### src/rtl/mem_arbiter.sv
// Single-port unified memory arbiter between instruction fetch and data ports,
// data wins in IDLE. Define MEMARB_PERF_EN to get live conflict/stall counters.
module mem_arbiter #(
    parameter int WAIT_CYCLES = 2
) (
    input  logic        clk,
    input  logic        rst,
    input  logic        if_req,
    input  logic [31:0] if_adr,
    output logic [31:0] if_rdata,
    output logic        if_ready,
    input  logic        d_rd,
    input  logic        d_wr,
    input  logic [31:0] d_adr,
    input  logic [31:0] d_wdata,
    output logic [31:0] d_rdata,
    output logic        d_ready,
    output logic [31:0] mem_adr,
    output logic [31:0] mem_wdata,
    output logic        mem_rd,
    output logic        mem_wr,
    input  logic [31:0] mem_rdata,
    output logic        stall,
    output logic [15:0] conflict_cnt,
    output logic [15:0] stall_cnt
);

    typedef enum logic [1:0] {IDLE, BUSY_I, BUSY_D} state_t;

    typedef struct packed {
        logic [31:0] adr;
        logic [31:0] wdata;
        logic        wr;
    } acc_t;

    localparam logic [3:0] CNT_LOAD = 4'(WAIT_CYCLES - 1);

    state_t      state, state_n;
    logic [3:0]  cnt, cnt_n;
    acc_t        acc, acc_n;
    logic        d_req, last;
    logic        grant_i, grant_d;
    logic        if_rdy_raw, d_rdy_raw, mem_wr_raw;
    logic [31:0] if_rdata_raw, d_rdata_raw;

    assign d_req = d_rd | d_wr;
    assign last  = (cnt == 4'd0);

    always_ff @(posedge clk) begin
        if (rst) begin
            state <= IDLE;
            cnt   <= 4'd0;
            acc   <= '0;
        end else begin
            state <= state_n;
            cnt   <= cnt_n;
            acc   <= acc_n;
        end
    end

    always_comb begin
        state_n      = state;
        cnt_n        = cnt;
        acc_n        = acc;
        grant_i      = 1'b0;
        grant_d      = 1'b0;
        mem_adr      = '0;
        mem_wdata    = '0;
        mem_rd       = 1'b0;
        mem_wr_raw   = 1'b0;
        if_rdy_raw   = 1'b0;
        d_rdy_raw    = 1'b0;
        if_rdata_raw = '0;
        d_rdata_raw  = '0;

        case (state)
            IDLE: begin
                grant_d = d_req;
                grant_i = if_req & ~d_req;
            end
            BUSY_I: begin
                mem_adr   = acc.adr;
                mem_wdata = acc.wdata;
                mem_rd    = 1'b1;
                if (last) begin
                    if_rdy_raw   = 1'b1;
                    if_rdata_raw = mem_rdata;
                    // The fetch is consumed at this edge; a pending data access
                    // takes over with no idle cycle.
                    grant_d = d_req;
                    if (!d_req) state_n = IDLE;
                end else begin
                    cnt_n = cnt - 4'd1;
                end
            end
            BUSY_D: begin
                mem_adr   = acc.adr;
                mem_wdata = acc.wdata;
                mem_rd    = ~acc.wr;
                if (last) begin
                    d_rdy_raw   = 1'b1;
                    mem_wr_raw  = acc.wr;
                    d_rdata_raw = acc.wr ? 32'h0 : mem_rdata;
                    grant_i     = if_req;
                    if (!if_req) state_n = IDLE;
                end else begin
                    cnt_n = cnt - 4'd1;
                end
            end
            default: state_n = IDLE;
        endcase

        // Simultaneous rd+wr is latched as a write.
        if (grant_d) begin
            state_n     = BUSY_D;
            cnt_n       = CNT_LOAD;
            acc_n.adr   = d_adr;
            acc_n.wdata = d_wdata;
            acc_n.wr    = d_wr;
        end else if (grant_i) begin
            state_n   = BUSY_I;
            cnt_n     = CNT_LOAD;
            acc_n.adr = if_adr;
            acc_n.wr  = 1'b0;
        end
    end

    // Reset masks the commit strobe so an in-flight write never lands.
    assign mem_wr   = mem_wr_raw & ~rst;
    assign if_ready = if_rdy_raw & ~rst;
    assign d_ready  = d_rdy_raw & ~rst;
    assign if_rdata = rst ? 32'h0 : if_rdata_raw;
    assign d_rdata  = rst ? 32'h0 : d_rdata_raw;
    assign stall    = (if_req & ~if_ready) | (d_req & ~d_ready);

`ifdef MEMARB_PERF_EN
    logic [15:0] conflict_q, stall_q;

    always_ff @(posedge clk) begin
        if (rst) begin
            conflict_q <= 16'h0;
            stall_q    <= 16'h0;
        end else begin
            if (grant_d && if_req && conflict_q != 16'hFFFF)
                conflict_q <= conflict_q + 16'h1;
            if (stall && stall_q != 16'hFFFF)
                stall_q <= stall_q + 16'h1;
        end
    end

    assign conflict_cnt = conflict_q;
    assign stall_cnt    = stall_q;
`else
    assign conflict_cnt = 16'h0;
    assign stall_cnt    = 16'h0;
`endif

endmodule

### config.mk
export PLATFORM = sky130hd
export DESIGN_NAME = mem_arbiter
export DESIGN_NICKNAME = d
export VERILOG_FILES = /design/src/rtl/mem_arbiter.sv
export SDC_FILE = /design/constraint.sdc
export NUM_CORES = 1
export LEC_CHECK = 0
export BUFFER_PORTS_ARGS = -buffer_cell sky130_fd_sc_hd__buf_2
export CELL_PAD_IN_SITES_DETAIL_PLACEMENT = 1
export CELL_PAD_IN_SITES_GLOBAL_PLACEMENT = 1
export CORE_ASPECT_RATIO = 0.75
export CORE_MARGIN = 2
export CORE_UTILIZATION = 31
export CTS_CLUSTER_SIZE = 20
export DETAILED_ROUTE_END_ITERATION = 10
export PLACE_DENSITY = 0.95
export SYNTH_ARGS = -nofsm -noshare
export SYNTH_HDL_FRONTEND = slang
export SYNTH_SLANG_ARGS = --single-unit
### constraint.sdc
create_clock -name clk -period 3.6 [get_ports clk]
set_input_delay 0.54 -clock clk [delete_from_list [all_inputs] [get_ports clk]]
set_output_delay 0.54 -clock clk [all_outputs]
set_load 0.01 [all_outputs]
==> results by group <==
Placed design
  • Placer Congestion: 0.757
  • Pre-CTS setup slack: 0.895 ns
  • Port-buffer cells: 265
  • DP Wirelength: 10300 um

Worst setup path
  • Critical Path Start Type: flip-flop
  • Critical Path AT: 2.53 ns
  • Cell at the slowest stage of the critical path: or3b_1
  • Worst-path cell chain: inv_1 > ha_1 > or3b_1 > nor2_2 > buf_4 > nand2_1 > a22o_1 > buf_2
  • Crit path capture type: output port
  • Critical Path RT: 3.06 ns
  • CP Max Fanout: 66
  • Critical path's largest stage delay: 0.50 ns
  • Critical path type: reg -> out

Floorplan
  • Row count: 37
  • IO Pins: 298
  • Die height: 107 um
  • Initial Util: 32.0%
  • Core area: 0.0138 mm^2
  • Area of the die: 0.0152 mm^2
  • DIE WIDTH: 142 um

Layout
  • Final Net Count: 869
  • Area grow syn2layout: 35.3%
  • Share of post-route cells with drive strength above 1: 44.4%
  • Final Core Density: 43.3%
  • Fillers: 1738
  • Antenna diodes: 0

Timing
  • Slew @ Worst Pin: 1.01 ns
  • Minimum clock period: 3.07 ns
  • Peak Freq: 0.325 GHz
  • Final setup vio count: 0
  • Tcrit/Tclk final: 85.3%
  • Fin worst setup slack: 0.528 ns
  • RSZ-0062 raised after global routing: false
  • Clock Skews: 0.00725 ns
  • Hold slack: 0.441 ns
  • Fin. Hold Viols: 0
  • Slew Viols, Final: 0
  • Max-slew headroom: 32.4%
  • Setup TNS: 0 ns

Yosys
  • #FFs+latches synth: 71
  • Post-synth cell types: 41
  • Yosys warning count: 0
  • Mapped Area: 0.00441 mm^2
  • Syn avg cell area: 8.92 um^2
  • Asr flop ratio synth: 0%
  • Synth Instances: 495
  • Sequential fraction of the synthesis area: 32.2%
  • Post-synth EDFFs: 0
  • Most used DFF post-synth: dfxtp_1

Route
  • First drt pass iteration count: 5
  • DR iter-0 viols: 171
  • DRT antenna net count: 0
  • Routed WL per cell: 15.3 um
  • DR vias/cell: 4.73
  • DRC Markers: 0
  • Routed WL: 13900 um
  • Vias: 4306

Clocking
  • Postcts setup bufs: 0
  • H-tree lvl count: 3
  • Clk pin slew, worst setup/hold paths: 0.06 ns
  • Worst-Skew Late Latency: 0.33 ns
  • Clock root buffer: clkbuf_16
  • CTS buffer count: 9
  • CTS tree: built
  • Hold_buf cts: 0
  • CTS sink count: 71
  • PostCTS Resize Cnt: 0
  • Clock buffer depth: 2

Global route
  • Vias in the first global route: 4243
  • Gr ovfl total: 0
  • Largest net degree at the start of global routing: 72
  • Total Routing Usage GR: 17.5%
  • Initial antenna violation count: 0
  • First-pass GRT wire length: 21500 um

Min path
  • Worst Hold Class: in -> reg

Job
  • Maxcap violations: 0

Pwr
  • Leakage: 0.00340 uW
  • Peak supply drop: 0.217 mV
  • Pwr dens: 447 mW/mm^2

Run status
  • Run status: finished, final reports clean
[sequential cells by signal (all words and copies together), names as in the netlist]
signal  flops
cnt         4
state       2
acc        65
[cells by family (layout without fill, tap and decap cells)]
group | after synthesis | after routing | synth area share (%)
xor+xnor | 2 | 2 | 0.397
flops | 71 | 71 | 32.2
other cells | 1 | 32 | 0.0850
fa+ha+maj | 5 | 5 | 1.42
compound gates | 47 | 47 | 11.3
mux | 64 | 64 | 14.5
simple gates | 218 | 218 | 28.3
buf+inv | 87 | 297 | 11.8
[metrics by stage]
step / cell area [um^2] / power, uW / std cells
after global placement: 5690 / 1820 / 895
after floorplan: 4530 / 1600 / 526
final: 5970 / 2670 / 911
after global routing: 5970 / 2840 / 911
after detailed placement: 5690 / 1850 / 895
after CTS: 5970 / 2710 / 911
[final timing paths]
| path | slack, ns | to | depth (start not counted) | from |
|---|---|---|---|---|
| worst max-delay path | 0.53 | stall | 8 | cnt[0] |
| worst min-delay path | 0.44 | acc[12] | 3 | d_wdata[11] |
| worst max register to register | 0.89 | acc[62] | 7 | state[1] |
| worst min register to register | 0.49 | acc[1] | 2 | acc[1] |
[final cells by class]
type,count,area (um^2),share of cell area [%]
Multi-Input combinational cell,368,2600,43.5
Clock inverter,5,41.3,0.692
Clock buffer,11,243,4.07
Sequential cell,71,1420,23.8
Timing Repair Buffer,274,1420,23.8
Tap cell,175,219,3.67
Inverter,7,26.3,0.440
[power breakdown]
part           total [uW]  internal [uW]  switching (uW)
Combinational         875            373             502
Clock                 849            492             357
Sequential            942            894            48.2
Total                2670           1760             908
[synth_stat cells, drive strengths merged (2+ instances only)]
master / instances / area (um^2)
nand3: 2 / 10.0
and3: 65 / 407
nor2b: 2 / 12.5
or2: 2 / 15.0
mux2i: 64 / 641
ha: 5 / 62.6
nor2: 36 / 135
and2: 64 / 400
clkbuf: 31 / 121
o21a: 2 / 15.0
nor3: 35 / 185
buf: 49 / 375
a211oi: 32 / 380
nand2: 4 / 15.0
inv: 7 / 26.3
dfxtp: 71 / 1420
a21oi: 5 / 36.3
o21ai: 4 / 23.8
[placed cells by master, fill, tap and decap left out, types with 2 or more instances in the layout]
cell	synthesis	layout
clkinvlp_4	0	2
nor2_1	36	35
nor3_2	2	2
buf_12	0	2
ha_1	5	4
conb_1	1	32
a211oi_2	28	28
a211oi_1	4	4
nand3_1	2	2
a21oi_1	4	4
mux2i_1	64	64
clkbuf_16	0	9
and3_1	65	65
nand2_1	4	4
inv_1	7	7
o21ai_0	3	3
nor2b_1	2	2
inv_6	0	2
buf_4	37	8
nor3_1	33	33
dfxtp_1	71	71
o21a_1	2	2
buf_2	6	264
and2_1	64	64
[worst max-delay path: cells and delay by family, from the launching register on]
family / cells / cell delay (ns)
adders and majority gates: 1 / 0.22
and+or+nand+nor: 3 / 0.75
buffers and inverters: 3 / 0.66
AOI/OAI and AO/OA: 1 / 0.27
DFF: 1 / 0.30
[layer usage]
layer	track usage, %	vias up	wire, um
met5	0	-	0
met4	3.71	0	123
met3	6.09	14	1230
met2	30.6	160	6800
met1	20.9	2016	5750
li1	-	2116	-
(Power assumes the default switching activity.)
